[src/rtl/seq_detector_param.sv]
// ============================================================================
// Module      : seq_detector_param
// Description : Runtime-programmable serial pattern detector. Shifts in one
//               bit per qualified clock and flags every occurrence of a
//               loadable 1..MAX_LEN bit pattern, with overlapping or
//               non-overlapping matching and a saturating match counter.
// Revision    : 1.0 - initial release
// ----------------------------------------------------------------------------
// Ports:
//   clk          in   system clock, all state on posedge
//   rst          in   asynchronous active-high reset
//   inp          in   serial data bit
//   in_valid     in   inp is sampled only when high
//   cfg_load     in   capture cfg_* into the shadow config (wins over sampling)
//   cfg_pattern  in   pattern, bit[len-1] oldest bit, bit[0] newest bit
//   cfg_len      in   pattern length (0 -> 1, >MAX_LEN -> MAX_LEN)
//   cfg_overlap  in   1 = overlapping matches allowed
//   cnt_clr      in   synchronous clear of match_cnt
//   out          out  registered match indication
//   match_cnt    out  saturating match count
// Optional feature macro: SEQ_DET_HOLD_EN
//   Defined   : out is level-held from a match until RELEASE_ZEROS consecutive
//               valid 0 samples have followed it.
//   Undefined : out is a one-cycle pulse per match.
// ============================================================================
`default_nettype none

module seq_detector_param #(
  parameter int                 MAX_LEN       = 8,
  parameter int                 LEN_W         = 4,
  parameter int                 CNT_W         = 8,
  parameter logic [MAX_LEN-1:0] DEFAULT_PAT   = MAX_LEN'(8'b0000_0110),
  parameter int                 DEFAULT_LEN   = 3,
  parameter int                 RELEASE_ZEROS = 2
) (
  input  logic               clk,
  input  logic               rst,
  input  logic               inp,
  input  logic               in_valid,
  input  logic               cfg_load,
  input  logic [MAX_LEN-1:0] cfg_pattern,
  input  logic [LEN_W-1:0]   cfg_len,
  input  logic               cfg_overlap,
  input  logic               cnt_clr,
  output logic               out,
  output logic [CNT_W-1:0]   match_cnt
);

  localparam logic [LEN_W-1:0] c_max_len = LEN_W'(MAX_LEN);
  localparam logic [LEN_W-1:0] c_one     = LEN_W'(1);

  // Elaboration-time sanity checks on the parameter set.
  if (MAX_LEN < 2) begin : g_chk_max_len
    $error("seq_detector_param: MAX_LEN must be >= 2");
  end
  if ((1 << LEN_W) <= MAX_LEN) begin : g_chk_len_w
    $error("seq_detector_param: LEN_W too narrow for MAX_LEN");
  end
  if (RELEASE_ZEROS < 1) begin : g_chk_release
    $error("seq_detector_param: RELEASE_ZEROS must be >= 1");
  end

  typedef enum logic [0:0] {
    ST_FILL  = 1'b0,
    ST_ARMED = 1'b1
  } state_e;

  function automatic logic [LEN_W-1:0] clamp_len(input logic [LEN_W-1:0] l);
    if (l == '0) begin
      return c_one;
    end else if (l > c_max_len) begin
      return c_max_len;
    end else begin
      return l;
    end
  endfunction

  // Shadow configuration
  logic [MAX_LEN-1:0] pat_q, pat_d;
  logic [LEN_W-1:0]   len_q, len_d;
  logic               overlap_q, overlap_d;

  // Datapath state
  logic [MAX_LEN-1:0] hist_q, hist_d;
  logic [LEN_W-1:0]   fill_q, fill_d;
  logic [CNT_W-1:0]   cnt_q, cnt_d;
  logic               out_q, out_d;

  logic [MAX_LEN-1:0] w_shift;
  logic [MAX_LEN-1:0] w_mask;
  logic               w_sample;
  logic               w_match;
  state_e             w_state;

  assign w_sample = in_valid & ~cfg_load;
  assign w_shift  = {hist_q[MAX_LEN-2:0], inp};

  // Only the low len_q bits of the window and pattern take part in the
  // compare; this also covers len=1 where the window is inp alone.
  always_comb begin
    w_mask = '0;
    for (int i = 0; i < MAX_LEN; i++) begin
      w_mask[i] = (i < int'(len_q));
    end
  end

  // A full window is available once len-1 bits are held, since the
  // incoming bit completes it. len_q is never 0, so len_q-1 cannot wrap.
  always_comb begin
    w_state = (fill_q >= (len_q - c_one)) ? ST_ARMED : ST_FILL;
  end

  assign w_match = w_sample && (w_state == ST_ARMED) &&
                   (((w_shift ^ pat_q) & w_mask) == '0);

  always_comb begin
    pat_d     = pat_q;
    len_d     = len_q;
    overlap_d = overlap_q;
    hist_d    = hist_q;
    fill_d    = fill_q;
    cnt_d     = cnt_q;

    if (cfg_load) begin
      pat_d     = cfg_pattern;
      len_d     = clamp_len(cfg_len);
      overlap_d = cfg_overlap;
      hist_d    = '0;
      fill_d    = '0;
    end else if (in_valid) begin
      hist_d = w_shift;
      fill_d = (fill_q == c_max_len) ? fill_q : fill_q + c_one;
      if (w_match) begin
        if (cnt_q != '1) begin
          cnt_d = cnt_q + CNT_W'(1);
        end
        // Non-overlapping: discard the matched window so its bits are not
        // reused by the next match.
        if (!overlap_q) begin
          hist_d = '0;
          fill_d = '0;
        end
      end
    end

    if (cnt_clr) begin
      cnt_d = '0;
    end
  end

`ifdef SEQ_DET_HOLD_EN
  localparam int ZR_W = (RELEASE_ZEROS < 2) ? 1 : $clog2(RELEASE_ZEROS + 1);
  localparam logic [ZR_W-1:0] c_zr_last = ZR_W'(RELEASE_ZEROS - 1);

  logic [ZR_W-1:0] zrun_q, zrun_d;

  // Level-held output: set on a match, released after RELEASE_ZEROS
  // consecutive valid zeros; any valid 1 restarts the zero run.
  always_comb begin
    out_d  = out_q;
    zrun_d = zrun_q;
    if (cfg_load) begin
      out_d  = 1'b0;
      zrun_d = '0;
    end else if (in_valid) begin
      if (w_match) begin
        out_d  = 1'b1;
        zrun_d = '0;
      end else if (out_q) begin
        if (inp) begin
          zrun_d = '0;
        end else if (zrun_q == c_zr_last) begin
          out_d  = 1'b0;
          zrun_d = '0;
        end else begin
          zrun_d = zrun_q + ZR_W'(1);
        end
      end
    end
  end

  always_ff @(posedge clk or posedge rst) begin
    if (rst) begin
      zrun_q <= '0;
    end else begin
      zrun_q <= zrun_d;
    end
  end
`else
  always_comb begin
    out_d = w_match;
  end
`endif

  always_ff @(posedge clk or posedge rst) begin
    if (rst) begin
      pat_q     <= DEFAULT_PAT;
      len_q     <= clamp_len(LEN_W'(DEFAULT_LEN));
      overlap_q <= 1'b1;
      hist_q    <= '0;
      fill_q    <= '0;
      cnt_q     <= '0;
      out_q     <= 1'b0;
    end else begin
      pat_q     <= pat_d;
      len_q     <= len_d;
      overlap_q <= overlap_d;
      hist_q    <= hist_d;
      fill_q    <= fill_d;
      cnt_q     <= cnt_d;
      out_q     <= out_d;
    end
  end

  assign out       = out_q;
  assign match_cnt = cnt_q;

endmodule

`default_nettype wire

[config.mk]
export PLATFORM = sky130hd
export DESIGN_NAME = seq_detector_param
export DESIGN_NICKNAME = d
export VERILOG_FILES = /design/src/rtl/seq_detector_param.sv
export SDC_FILE = /design/constraint.sdc
export NUM_CORES = 1
export LEC_CHECK = 0
export ABC_AREA = 1
export CAP_MARGIN = 25
export CORE_MARGIN = 4
export CORE_UTILIZATION = 50
export CTS_BUF_LIST = sky130_fd_sc_hd__clkbuf_8
export DETAILED_ROUTE_END_ITERATION = 6
export PLACE_DENSITY = 0.76
export SYNTH_ARGS = -nofsm -noshare
export SYNTH_HDL_FRONTEND = slang
export SYNTH_SLANG_ARGS = --single-unit
[constraint.sdc]
create_clock -name clk -period 2.1 [get_ports clk]
set_input_delay 0.42 -clock clk [delete_from_list [all_inputs] [get_ports clk]]
set_output_delay 0.42 -clock clk [all_outputs]
set_load 0.03 [all_outputs]
==> metrics.md, run 1 <==
| Metric | Value |
|---|---|
| Worst VDD drop | `between 0.0003 and 0.0004 V` |
| Pin count of the biggest net entering global routing | `34` |
| Most frequent cell after synthesis | `nand2_1` |
| Worst-case clock skew | `roughly 0.012 ns` |
| Synth cell types | `28` |
| # Max-Cap Violations | `0` |
| Post-synth top area share | `between 30% and 40%` |
| CTS H-tree lvls | `2` |
| Crit Reg-Reg Startpoint | `len_q[0]$_DFFE_PP1P_` |
| Clk sinks | `33` |
| Mapped Nets | `slightly above 300` |
| Initial DRC count | `approximately 140` |
| Ys async rst share | `100.0%` |
| Outcome | `complete, but fails checks` |
| Period utilization | `101.6%` |
| CP Launch Type | `flop` |
| I/O Pins | `28` |
| CP Cell Sequence | `inv_2, buf_6, nand3_4, xor2_1, ha_1, nand2_2, inv_2, nand2_2, nand2_2, nor2_4, nor2_4, nand3_4, buf_8, nand3_4, nand2_2` |
| Crit path capture type | `flop` |
| Clock tree buffer depth | `2` |
| PwrDens | `roughly 540 mW/mm²` |
| Top cells by instance count after synthesis | `nand2_1, inv_1, dfrtp_1` |
| WL/cell | `between 10 and 15 µm` |
| Number of global-route vias before repair | `between 1.5k and 2k` |
| Utilization after layout | `between 60 and 70%` |
| Final HPWL from detailed placement | `approximately 3400 µm` |
| Via/cell ratio | `around 5.1` |
| Antenna viol nets, final | `0` |
| Sequential share of the synthesized area | `around two fifths` |
| Hold path startpoint | `pat_q[1]$_DFFE_PP1P_` |
| Die ar. | `approximately 0.0054 mm²` |
| WHS Endpoint | `pat_q[1]$_DFFE_PP1P_` |
| Setup violations, final | `10` |
| CTS clk-pin slew, worst paths | `roughly 0.07 ns` |
| Critical path class | `flop to flop` |
| Violated checks | `setup timing` |
| Placed Instances | `around 370` |
| Cts bufs inserted | `5` |
| Starting density of the core | `between 50% and 60%` |
| CP max FO | `5` |
| Fin nets | `approximately 360` |
| Worst Tran Pin Value | `about 0.77 ns` |
| Site row count | `23` |
| Finished Layout Cells | `377` |
| Total track usage | `19.46%` |
| Critical Path AT | `2.32 ns` |
| GPL Wtd Cong | `approximately 0.86` |
| Reg-to-reg slack, setup | `-0.03 ns` |
| Skew-Pair Late Insertion Delay | `0.29 ns` |
| Chip width | `73.21 µm` |
| CP max stage cell | `dfstp_2` |
| Via count | `roughly 1.9k` |
| Post-CTS Hold Fix Bufs | `0` |
| Setup WS post-layout | `-0.03380 ns` |
| FF-to-FF End | `fill_q[2]$_DFFE_PP0P_` |
| F_max | `468.6 MHz` |
| Top_reg_cell synth | `dfrtp_1` |
| Clock root buffer | `clkbuf_8` |
| Worst hold stages | `2` |
| Worst path most repeated cell | `nand2_2` |
| Flops & latches, synth | `33` |
| CTS tree | `done` |
| Largest cells by area after synthesis | `dfrtp_1, nand2_1, inv_1` |
| Post-synth EDFFs | `0` |
| Global route overflow | `0` |
| Layout area overhead | `29.66%` |
| DR DRC count | `0` |
| Length in cells of the worst reg-to-reg path | `15` |
| Final Hold Fails | `0` |
| Slew HR | `about 50%` |
| Port buffer count | `27` |
| Fin. max-slew vios | `0` |
| Ys Warns | `0` |
| Post-synthesis cell area | `0.002126 mm²` |
| Diodes inserted | `0` |
| Synthesized instance count | `282` |
| DRT Pass-1 Iters | `4` |
| CP max stage delay | `0.54 ns` |
| Hold WC Path Type | `flop to flop` |
| Tmin final | `2.134 ns` |
| First-pass GRT wire length | `roughly 8100 µm` |
| Routed wire length | `roughly 4900 µm` |
| Core Region | `between 0.004 and 0.005 mm²` |
| RSZ-0062 raised after global routing | `true` |
| Cell taking the most area after synthesis | `dfrtp_1` |
| Initial antenna violation count | `0` |
| Share of cells above drive strength 1 | `a little over a fifth` |
| Synthesized area per cell | `between 7 and 8 µm²` |
| Fillers | `between 300 and 400` |
| WP data required | `around 2.3 ns` |
| Die Y | `~73 µm` |
| Leakage power | `1.416 nW` |
kinds of logic after synthesis:
| kind of cell | after synthesis | share of synthesized area (%) |
|---|---|---|
| XOR/XNOR | 8 | 3.296 |
| adder cells (fa/ha/maj) | 10 | 5.886 |
| buffers and inverters | 54 | 10.12 |
| flip-flops | 33 | 39.14 |
| AND/OR/NAND/NOR | 157 | 36.37 |
| AO/OA/AOI/OAI | 20 | 5.179 |
worst max path at each step:
stage | from | to | slack [ns] | depth (start not counted)
2_1_floorplan | len_q[0]$_DFFE_PP1P_ | fill_q[1]$_DFFE_PP0P_ | 0.06 | 14
3_3_place_gp | len_q[0]$_DFFE_PP1P_ | fill_q[2]$_DFFE_PP0P_ | 0.01 | 13
3_5_place_dp | len_q[0]$_DFFE_PP1P_ | fill_q[1]$_DFFE_PP0P_ | -0.03 | 13
4_1_cts | len_q[0]$_DFFE_PP1P_ | fill_q[1]$_DFFE_PP0P_ | -0.04 | 14
5_1_grt | len_q[1]$_DFFE_PP1P_ | fill_q[2]$_DFFE_PP0P_ | -0.16 | 15
6_report | len_q[0]$_DFFE_PP1P_ | fill_q[2]$_DFFE_PP0P_ | -0.03 | 15
per-stage QoR:
step | setup TNS (ns) | setup WS, ns | instance area (µm²) | hold slack (ns) | total power [mW]
after floorplan | 0 | 0.05585 | 2126 | 0.4557 | 0.8690
after global placement | 0 | 0.01310 | 2529 | 0.4793 | 0.9644
after CTS | -0.1581 | -0.03601 | 2671 | 0.4954 | 1.478
after global routing | -2.367 | -0.1630 | 2756 | 0.5165 | 1.579
after detailed placement | -0.1748 | -0.03230 | 2529 | 0.4839 | 0.9707
final | -0.1996 | -0.03380 | 2756 | 0.4926 | 1.499
layout by cell type (no fill, tap or decap), drive strengths merged:
cell / synthesis / final
a21o: 2 / 2
a21oi: 4 / 4
a31oi: 1 / 1
buf: 4 / 15
clkbuf: 2 / 6
clkdlybuf4s50: 0 / 27
dfrtp: 28 / 28
dfstp: 5 / 5
ha: 10 / 10
inv: 48 / 50
nand2: 96 / 96
nand3: 33 / 33
nand3b: 1 / 1
nand4: 8 / 8
nor2: 17 / 18
nor3: 1 / 1
o21ai: 10 / 10
o22ai: 3 / 3
or2: 1 / 1
xnor2: 2 / 2
xor2: 6 / 6
registers in the layout, summed over array words and instances (netlist names):
name       flops
fill_q         4
pat_q          8
hist_q         7
match_cnt      8
overlap_q      1
out            1
len_q          4
area by class of cell:
cell class                 count  area (µm²)  area share (%)
sequential                    33       832.0           30.19
inverter                      48       180.2           6.537
timing repair buffer          42       405.4           14.71
clock inverter                 2       7.507          0.2724
multi-input combinational    196        1186           43.03
tap                           50       62.56           2.270
clock buffer                   6       82.58           2.996
worst max-delay path: cells and delay by family (launching register included):
kind                     cells  cell delay [ns]
XOR/XNOR                     1             0.06
adder cells (fa/ha/maj)      1             0.34
buffers and inverters        4             0.38
flip-flops                   1             0.54
AND/OR/NAND/NOR              9             0.69
metal layers:
layer / vias up / share of wire (%) / track usage, %
li1: 966 / - / -
met1: 913 / 47 / 26.98
met2: 37 / 47 / 30.29
met3: 7 / 4.4 / 4.545
met4: 0 / 1.4 / 5.533
met5: - / 0 / 0
power by group:
group	internal (mW)	leakage (nW)	switching [mW]
logic	0.132	0.936	0.180
clock network	0.258	0.0538	0.236
registers	0.670	0.426	0.0232
total	1.06	1.42	0.439
timing repair:
action,in CTS,in global routing
setup buffers,1,0
endpoints found under the setup margin,18,20
gates cloned,0,1
gates resized for setup,14,16
pin swaps,9,17
Power figures use the tool's default switching activity.
==> run 2, diff against run 1 <==
--- a/config.mk
+++ b/config.mk
@@ -7,7 +7,7 @@
 export LEC_CHECK = 0
 export ABC_AREA = 1
 export CAP_MARGIN = 25
-export CORE_MARGIN = 4
+export CORE_MARGIN = 2
 export CORE_UTILIZATION = 50
 export CTS_BUF_LIST = sky130_fd_sc_hd__clkbuf_8
 export DETAILED_ROUTE_END_ITERATION = 6
==> run 2 against run 1 <==
- the run still ends with setup timing left
- critical endpoint is now fill_q[1]$_DFFE_PP0P_
- register-to-register slack about the same
- largest cell class unchanged
- via count decreased by 2.9%
- utilization decreased by 1.3 points
- largest power group unchanged
- worst hold slack improved by 0.0088 ns
- clock skew decreased by 0.0061 ns
- die area decreased by 11%
- final cell count decreased by 0.53%
- flip-flop and latch count unchanged
- sequential power about the same
- first-iteration DRC count decreased by 15%
- count of clock-buffer cells in the layout decreased by 1
- sequential share of layout area increased by 0.57 points
==> metrics.md, run 2 (synthesized netlist as in run 1, its figures left out) <==
| Metric | Value |
|---|---|
| Most common cell after layout, fill and taps aside | `nand2_1` |
| First-pass GRT wire length | `8335 µm (+2.9%)` |
| Commonest cells after routing, fill and taps aside | `nand2_1, inv_1, dfrtp_1, clkdlybuf4s50_1, nand3_2` |
| Largest delay share family, worst path | `simple AND/OR/NAND/NOR gates` |
| Worst-case clock skew | `0.005834 ns (-0.006140 ns)` |
| CTS clk-pin slew, worst paths | `0.07 ns (about the same)` |
| Port buffer count | `27 (unchanged)` |
| Period utilization | `102.0% (+0.37 points)` |
| Length in cells of the worst reg-to-reg path | `15 (unchanged)` |
| Initial DRC count | `120 (-15%)` |
| Pin count of the biggest net entering global routing | `34 (unchanged)` |
| Clk sinks | `33 (unchanged)` |
| WL/cell | `12.74 µm (-2.0%)` |
| CTS tree | `done` |
| Share of cells above drive strength 1 | `21.85% (+0.13 points)` |
| Chip width | `69.21 µm (-5.5%)` |
| Final HPWL from detailed placement | `3414 µm (-0.25%)` |
| CP Launch Type | `flop` |
| Via count | `1,867 (-2.9%)` |
| Die ar. | `0.004789 mm² (-11%)` |
| CP max FO | `6 (+1)` |
| Bufs and invs on worst path | `4 (unchanged)` |
| Setup TNS | `-0.2742 ns (-0.07467 ns)` |
| I/O Pins | `28 (unchanged)` |
| WHS Endpoint | `pat_q[2]$_DFFE_PP1P_` |
| Total track usage | `21.49% (+2.0 points)` |
| CP max stage cell | `dfstp_2` |
| CTS H-tree lvls | `2 (unchanged)` |
| Reg-to-reg slack, setup | `-0.04 ns (about the same)` |
| Skew-Pair Late Insertion Delay | `0.29 ns (about the same)` |
| Cts bufs inserted | `5 (unchanged)` |
| Crit path capture type | `flop` |
| Leakage power | `1.397 nW (-1.4%)` |
| Worst hold stages | `2 (unchanged)` |
| Crit Reg-Reg Startpoint | `len_q[0]$_DFFE_PP1P_` |
| Hold path startpoint | `pat_q[2]$_DFFE_PP1P_` |
| Layout area overhead | `27.25%` |
| Die Y | `69.21 µm (-5.5%)` |
| Setup WS post-layout | `-0.04156 ns (-0.007757 ns)` |
| Initial antenna violation count | `0 (unchanged)` |
| PwrDens | `532.9 mW/mm² (-2.0%)` |
| Outcome | `complete, but fails checks` |
| Site row count | `23 (unchanged)` |
| Number of global-route vias before repair | `1,823 (+2.6%)` |
| Critical Path AT | `2.37 ns (+0.05 ns)` |
| GPL Wtd Cong | `0.8166 (-4.6%)` |
| # Max-Cap Violations | `0 (unchanged)` |
| Fin. max-slew vios | `0 (unchanged)` |
| Worst Tran Pin Value | `0.7445 ns (-0.02424 ns)` |
| DP Area | `0.002506 mm² (-0.89%)` |
| FF-to-FF End | `fill_q[1]$_DFFE_PP0P_` |
| Worst VDD drop | `0.0003514 V (+6.1%)` |
| Clock tree buffer depth | `2 (unchanged)` |
| Tmin final | `2.142 ns (+0.007757 ns)` |
| Via/cell ratio | `4.979 (-2.4%)` |
| Post-route cell area | `0.002705 mm² (-1.9%)` |
| Antenna viol nets, final | `0 (unchanged)` |
| Routed wire length | `4776 µm (-2.6%)` |
| Clock root buffer | `clkbuf_8` |
| Core Region | `0.004058 mm² (unchanged)` |
| RSZ-0062 raised after global routing | `true` |
| Diodes inserted | `0 (unchanged)` |
| CP max stage delay | `0.55 ns (about the same)` |
| Final Hold Fails | `0 (unchanged)` |
| CP Cell Sequence | `inv_2, buf_6, nand3_2, xor2_1, ha_1, nand2_2, inv_2, nand2_2, nand2_2, nor2_2, nor2_4, nand3_2, buf_6, nand3_2, nand2_2` |
| Fin nets | `353 (-0.56%)` |
| Violated checks | `setup timing` |
| F_max | `467.0 MHz (-0.36%)` |
| Hold WC Path Type | `flop to flop` |
| Starting density of the core | `52.39% (unchanged)` |
| Critical path class | `flop to flop` |
| Worst path most repeated cell | `nand2_2` |
| Setup violations, final | `11 (+1)` |
| WP data required | `2.33 ns (+0.04 ns)` |
| Global route overflow | `0 (unchanged)` |
| DRT Pass-1 Iters | `4 (unchanged)` |
| Slew HR | `50.18% (+1.6 points)` |
| DR DRC count | `0 (unchanged)` |
[run 2: cell count changes in the layout (fill, tap and decap cells not counted), sizes merged]
cell and change:
buf -2, clkbuf -1, inv +1
[run 2: per-layer routing]
layer	routed length, µm	vias up	global-route usage (%)	part of all wire (%)
met2	2353	26	34.29	49
met5	0	-	0	0
met1	2205	866	27.79	46
met3	144	7	5.814	3.0
met4	72	0	8.497	1.5
li1	-	968	-	-
[run 2: final cells by class]
type,count,area [µm²]
multi-input cells,196,1171
clock buffers,5,68.82
flip-flops and latches,33,832.0
inverters,48,180.2
clock inverters,3,11.26
well taps,50,62.56
repair buffers,40,379.1
fillers,339,1353
[run 2: worst max path at each step]
stage                          from                  endpoint  slack [ns]  cells after the start
6_report       len_q[0]$_DFFE_PP1P_     fill_q[1]$_DFFE_PP0P_       -0.04                     15
5_1_grt        len_q[0]$_DFFE_PP1P_  match_cnt[0]$_DFFE_PP0P_       -0.15                     12
4_1_cts        len_q[1]$_DFFE_PP1P_  match_cnt[2]$_DFFE_PP0P_       -0.01                     12
3_5_place_dp   len_q[0]$_DFFE_PP1P_     hist_q[1]$_DFFE_PP0P_       -0.01                     13
3_3_place_gp   len_q[0]$_DFFE_PP1P_     fill_q[2]$_DFFE_PP0P_        0.02                     13
2_1_floorplan  len_q[0]$_DFFE_PP1P_     fill_q[1]$_DFFE_PP0P_        0.06                     14
[run 2: timing repair]
item	in CTS	in global routing
gates resized for setup	4	19
pin swaps	0	6
setup endpoints to repair	13	19
hold buffers	0	0
gates cloned	0	1
setup buffers	0	2
[run 2: metrics by stage]
step / util (%) / setup WS (ns) / cells / hold WS, ns / total power, mW
after floorplan: - / 0.05585 / 282 / 0.4557 / 0.8690
after global placement: 61.76 / 0.02295 / 364 / 0.4761 / 0.9614
after detailed placement: 61.76 / -0.009955 / 364 / 0.4956 / 0.9681
after CTS: 64.14 / -0.01073 / 372 / 0.5057 / 1.411
after global routing: 66.67 / -0.1456 / 375 / 0.5452 / 1.529
final: 66.67 / -0.04156 / 375 / 0.5014 / 1.441
[run 2: worst reg2reg max path: stages, from the launching register on]
cell and delay [ns]:
dfstp_2 0.55, inv_2 0.06, buf_6 0.12, nand3_2 0.07, xor2_1 0.16, ha_1 0.28
nand2_2 0.10, inv_2 0.04, nand2_2 0.07, nand2_2 0.05, nor2_2 0.14, nor2_4 0.07
nand3_2 0.10, buf_6 0.14, nand3_2 0.07, nand2_2 0.06
[run 2: report_power, final]
part,internal [mW],switching (mW),total (mW)
Sequential,0.670,0.0239,0.694
Combinational,0.132,0.173,0.305
Clock,0.220,0.222,0.443
==> run 3, diff against run 2 <==
--- a/config.mk
+++ b/config.mk
@@ -12,6 +12,7 @@
 export CTS_BUF_LIST = sky130_fd_sc_hd__clkbuf_8
 export DETAILED_ROUTE_END_ITERATION = 6
 export PLACE_DENSITY = 0.76
+export RECOVER_POWER = 25
 export SYNTH_ARGS = -nofsm -noshare
 export SYNTH_HDL_FRONTEND = slang
 export SYNTH_SLANG_ARGS = --single-unit
==> run 3 against run 2 <==
- the flow still finishes with violations (setup timing)
- register-to-register slack hardly changed
- non-clock buffer count stayed put
- sequential power hardly changed
- clock power hardly changed
- cell area hardly changed
- via count stayed put
- wire length stayed put
- power hardly changed
- count of clock-buffer cells in the layout stayed put
- combinational power hardly changed
- worst setup slack stayed put
- highest routed layer unchanged
==> metrics.md, run 3 (synthesized netlist as in run 1, its figures left out) <==
| Metric | Value |
|---|---|
| Routed wire length | `4776 µm (unchanged)` |
| CTS H-tree lvls | `2 (unchanged)` |
| Reg-to-reg slack, setup | `-0.04 ns (about the same)` |
| Final Hold Fails | `0 (unchanged)` |
| Leakage power | `1.397 nW (about the same)` |
| RSZ-0062 raised after global routing | `true` |
| Met3 Wirelength | `144 µm (unchanged)` |
| Number of global-route vias before repair | `1,823 (unchanged)` |
| Fin nets | `353 (unchanged)` |
| Worst VDD drop | `0.0003514 V (about the same)` |
| WHS Endpoint | `pat_q[2]$_DFFE_PP1P_` |
| Initial DRC count | `120 (unchanged)` |
| Finished Layout Cells | `375 (unchanged)` |
| Worst-case clock skew | `0.005834 ns (unchanged)` |
| Pin count of the biggest net entering global routing | `34 (unchanged)` |
| Critical Path AT | `2.37 ns (about the same)` |
| Crit path capture type | `flop` |
| CP Cell Sequence | `inv_2, buf_6, nand3_2, xor2_1, ha_1, nand2_2, inv_2, nand2_2, nand2_2, nor2_2, nor2_4, nand3_2, buf_6, nand3_2, nand2_2` |
| Largest delay share family, worst path | `simple AND/OR/NAND/NOR gates` |
| Starting density of the core | `52.39% (unchanged)` |
| Clock tree buffer depth | `2 (unchanged)` |
| First-pass GRT wire length | `8335 µm (unchanged)` |
| Worst hold stages | `2 (unchanged)` |
| Wire length on met2 | `2353 µm (unchanged)` |
| Via count | `1,867 (unchanged)` |
| Layout area overhead | `27.13% (about the same)` |
| # Max-Cap Violations | `0 (unchanged)` |
| DP Area | `0.002506 mm² (unchanged)` |
| Worst Tran Pin Value | `0.8244 ns (+0.07991 ns)` |
| DR DRC count | `0 (unchanged)` |
| Internal power | `1.021 mW (about the same)` |
| Placed Instances | `364 (unchanged)` |
| CTS tree | `done` |
| PwrDens | `533.0 mW/mm² (about the same)` |
| Tmin final | `2.142 ns (unchanged)` |
| Slew HR | `45.04% (-5.1 points)` |
| Flop pwr share | `48.2% (about the same)` |
| CP Launch Type | `flop` |
| WL/cell | `12.74 µm (unchanged)` |
| Highest Signal Layer | `met4` |
| Hold WC Path Type | `flop to flop` |
| Diodes inserted | `0 (unchanged)` |
| WL met1 | `2205 µm (unchanged)` |
| Commonest cells after routing, fill and taps aside | `nand2_1, inv_1, dfrtp_1, clkdlybuf4s50_1, nand3_2` |
| Fin. max-slew vios | `0 (unchanged)` |
| Post-CTS Hold Fix Bufs | `0 (unchanged)` |
| Final HPWL from detailed placement | `3414 µm (unchanged)` |
| DRT Pass-1 Iters | `4 (unchanged)` |
| Switching Fraction | `29.11% (about the same)` |
| GPL Wtd Cong | `0.8166 (unchanged)` |
| CP max stage cell | `dfstp_2` |
| Period utilization | `102.0% (unchanged)` |
| Global route overflow | `0 (unchanged)` |
| Hold path startpoint | `pat_q[2]$_DFFE_PP1P_` |
| Setup violations, final | `11 (unchanged)` |
| Share of cells above drive strength 1 | `21.85% (unchanged)` |
| Die ar. | `0.004789 mm² (unchanged)` |
| Combinational share of power | `21.1% (about the same)` |
| Cts bufs inserted | `5 (unchanged)` |
| Post-route cell area | `0.002703 mm² (about the same)` |
| Antenna viol nets, final | `0 (unchanged)` |
| I/O Pins | `28 (unchanged)` |
| Clk sinks | `33 (unchanged)` |
| Length in cells of the worst reg-to-reg path | `15 (unchanged)` |
| Initial antenna violation count | `0 (unchanged)` |
| Bufs and invs on worst path | `4 (unchanged)` |
| CP max FO | `6 (unchanged)` |
| Outcome | `complete, but fails checks` |
| Violated checks | `setup timing` |
| Via/cell ratio | `4.979 (unchanged)` |
| CP max stage delay | `0.55 ns (about the same)` |
| Skew-Pair Late Insertion Delay | `0.29 ns (about the same)` |
| Die Y | `69.21 µm (unchanged)` |
| Crit Reg-Reg Startpoint | `len_q[0]$_DFFE_PP1P_` |
| Core Region | `0.004058 mm² (unchanged)` |
| Clock root buffer | `clkbuf_8` |
| NetSw | `0.4193 mW (about the same)` |
| Most common cell after layout, fill and taps aside | `nand2_1` |
| WP data required | `2.33 ns (about the same)` |
| Chip width | `69.21 µm (unchanged)` |
| Site row count | `23 (unchanged)` |
| F_max | `467.0 MHz (unchanged)` |
| Port buffer count | `27 (unchanged)` |
| Total track usage | `21.49% (unchanged)` |
| Critical path class | `flop to flop` |
| Worst path most repeated cell | `nand2_2` |
| Clock Power Share | `30.7% (about the same)` |
| CTS clk-pin slew, worst paths | `0.07 ns (about the same)` |
| Setup WS post-layout | `-0.04156 ns (unchanged)` |
| FF-to-FF End | `fill_q[1]$_DFFE_PP0P_` |
## run 3: changes by cell type in the layout (fill, tap and decap cells not counted), sizes merged
cell / before / now
clkdlybuf4s50: 27 / 26
clkbuf: 5 / 6
dlygate4sd3: 0 / 1
buf: 13 / 12
## run 3: how the worst max path moves through the flow
stage / startpoint / depth (start not counted) / end
2_1_floorplan: len_q[0]$_DFFE_PP1P_ / 14 / fill_q[1]$_DFFE_PP0P_
3_3_place_gp: len_q[0]$_DFFE_PP1P_ / 13 / fill_q[2]$_DFFE_PP0P_
3_5_place_dp: len_q[0]$_DFFE_PP1P_ / 13 / hist_q[1]$_DFFE_PP0P_
4_1_cts: len_q[1]$_DFFE_PP1P_ / 12 / match_cnt[2]$_DFFE_PP0P_
5_1_grt: len_q[0]$_DFFE_PP1P_ / 12 / match_cnt[0]$_DFFE_PP0P_
6_report: len_q[0]$_DFFE_PP1P_ / 15 / fill_q[1]$_DFFE_PP0P_
## run 3: layout make-up
| cell class | instances | area (µm²) |
|---|---|---|
| well taps | 50 | 62.56 |
| clock buffers | 5 | 68.82 |
| multi-input cells | 196 | 1171 |
| repair buffers | 40 | 376.6 |
| flip-flops and latches | 33 | 832.0 |
| inverters | 48 | 180.2 |
| clock inverters | 3 | 11.26 |
| fillers | 340 | 1355 |
## run 3: worst reg2reg max path: stages (launching register included)
cell     delay (ns)
dfstp_2        0.55
inv_2          0.06
buf_6          0.12
nand3_2        0.07
xor2_1         0.16
ha_1           0.28
nand2_2        0.10
inv_2          0.04
nand2_2        0.07
nand2_2        0.05
nor2_2         0.14
nor2_4         0.07
nand3_2        0.10
buf_6          0.14
nand3_2        0.07
nand2_2        0.06
## run 3: layer usage
metal | GRT usage [%] | vias up
met5 | 0 | -
met4 | 8.497 | 0
met3 | 5.814 | 7
met2 | 34.29 | 26
met1 | 27.79 | 866
li1 | - | 968
## run 3: through the flow
stage	TNS (ns)	utilization, %	hold slack [ns]	total power [mW]	setup WS (ns)
3_5_place_dp	-0.01472	61.76	0.4956	0.9681	-0.009955
2_1_floorplan	0	-	0.4557	0.8690	0.05585
3_3_place_gp	0	61.76	0.4761	0.9614	0.02295
4_1_cts	-0.03834	64.14	0.5057	1.411	-0.01073
5_1_grt	-2.125	66.61	0.5452	1.528	-0.1456
6_report	-0.2742	66.61	0.5014	1.440	-0.04156
## run 3: timing repair
item                                   in CTS  in global routing
resized for setup                           4                 19
endpoints found under the hold margin       0                  0
setup endpoints to repair                  13                 19
buffers inserted                            0                  2
pin swaps                                   0                  6
cloned                                      0                  1
## run 3: power groups by stage
stage | registers (mW) | logic, mW | clock network, mW
after floorplan | 0.700 | 0.169 | 0
after global placement | 0.702 | 0.260 | 0
after detailed placement | 0.703 | 0.265 | 0
after CTS | 0.692 | 0.270 | 0.449
after global routing | 0.698 | 0.348 | 0.482
final | 0.694 | 0.304 | 0.443
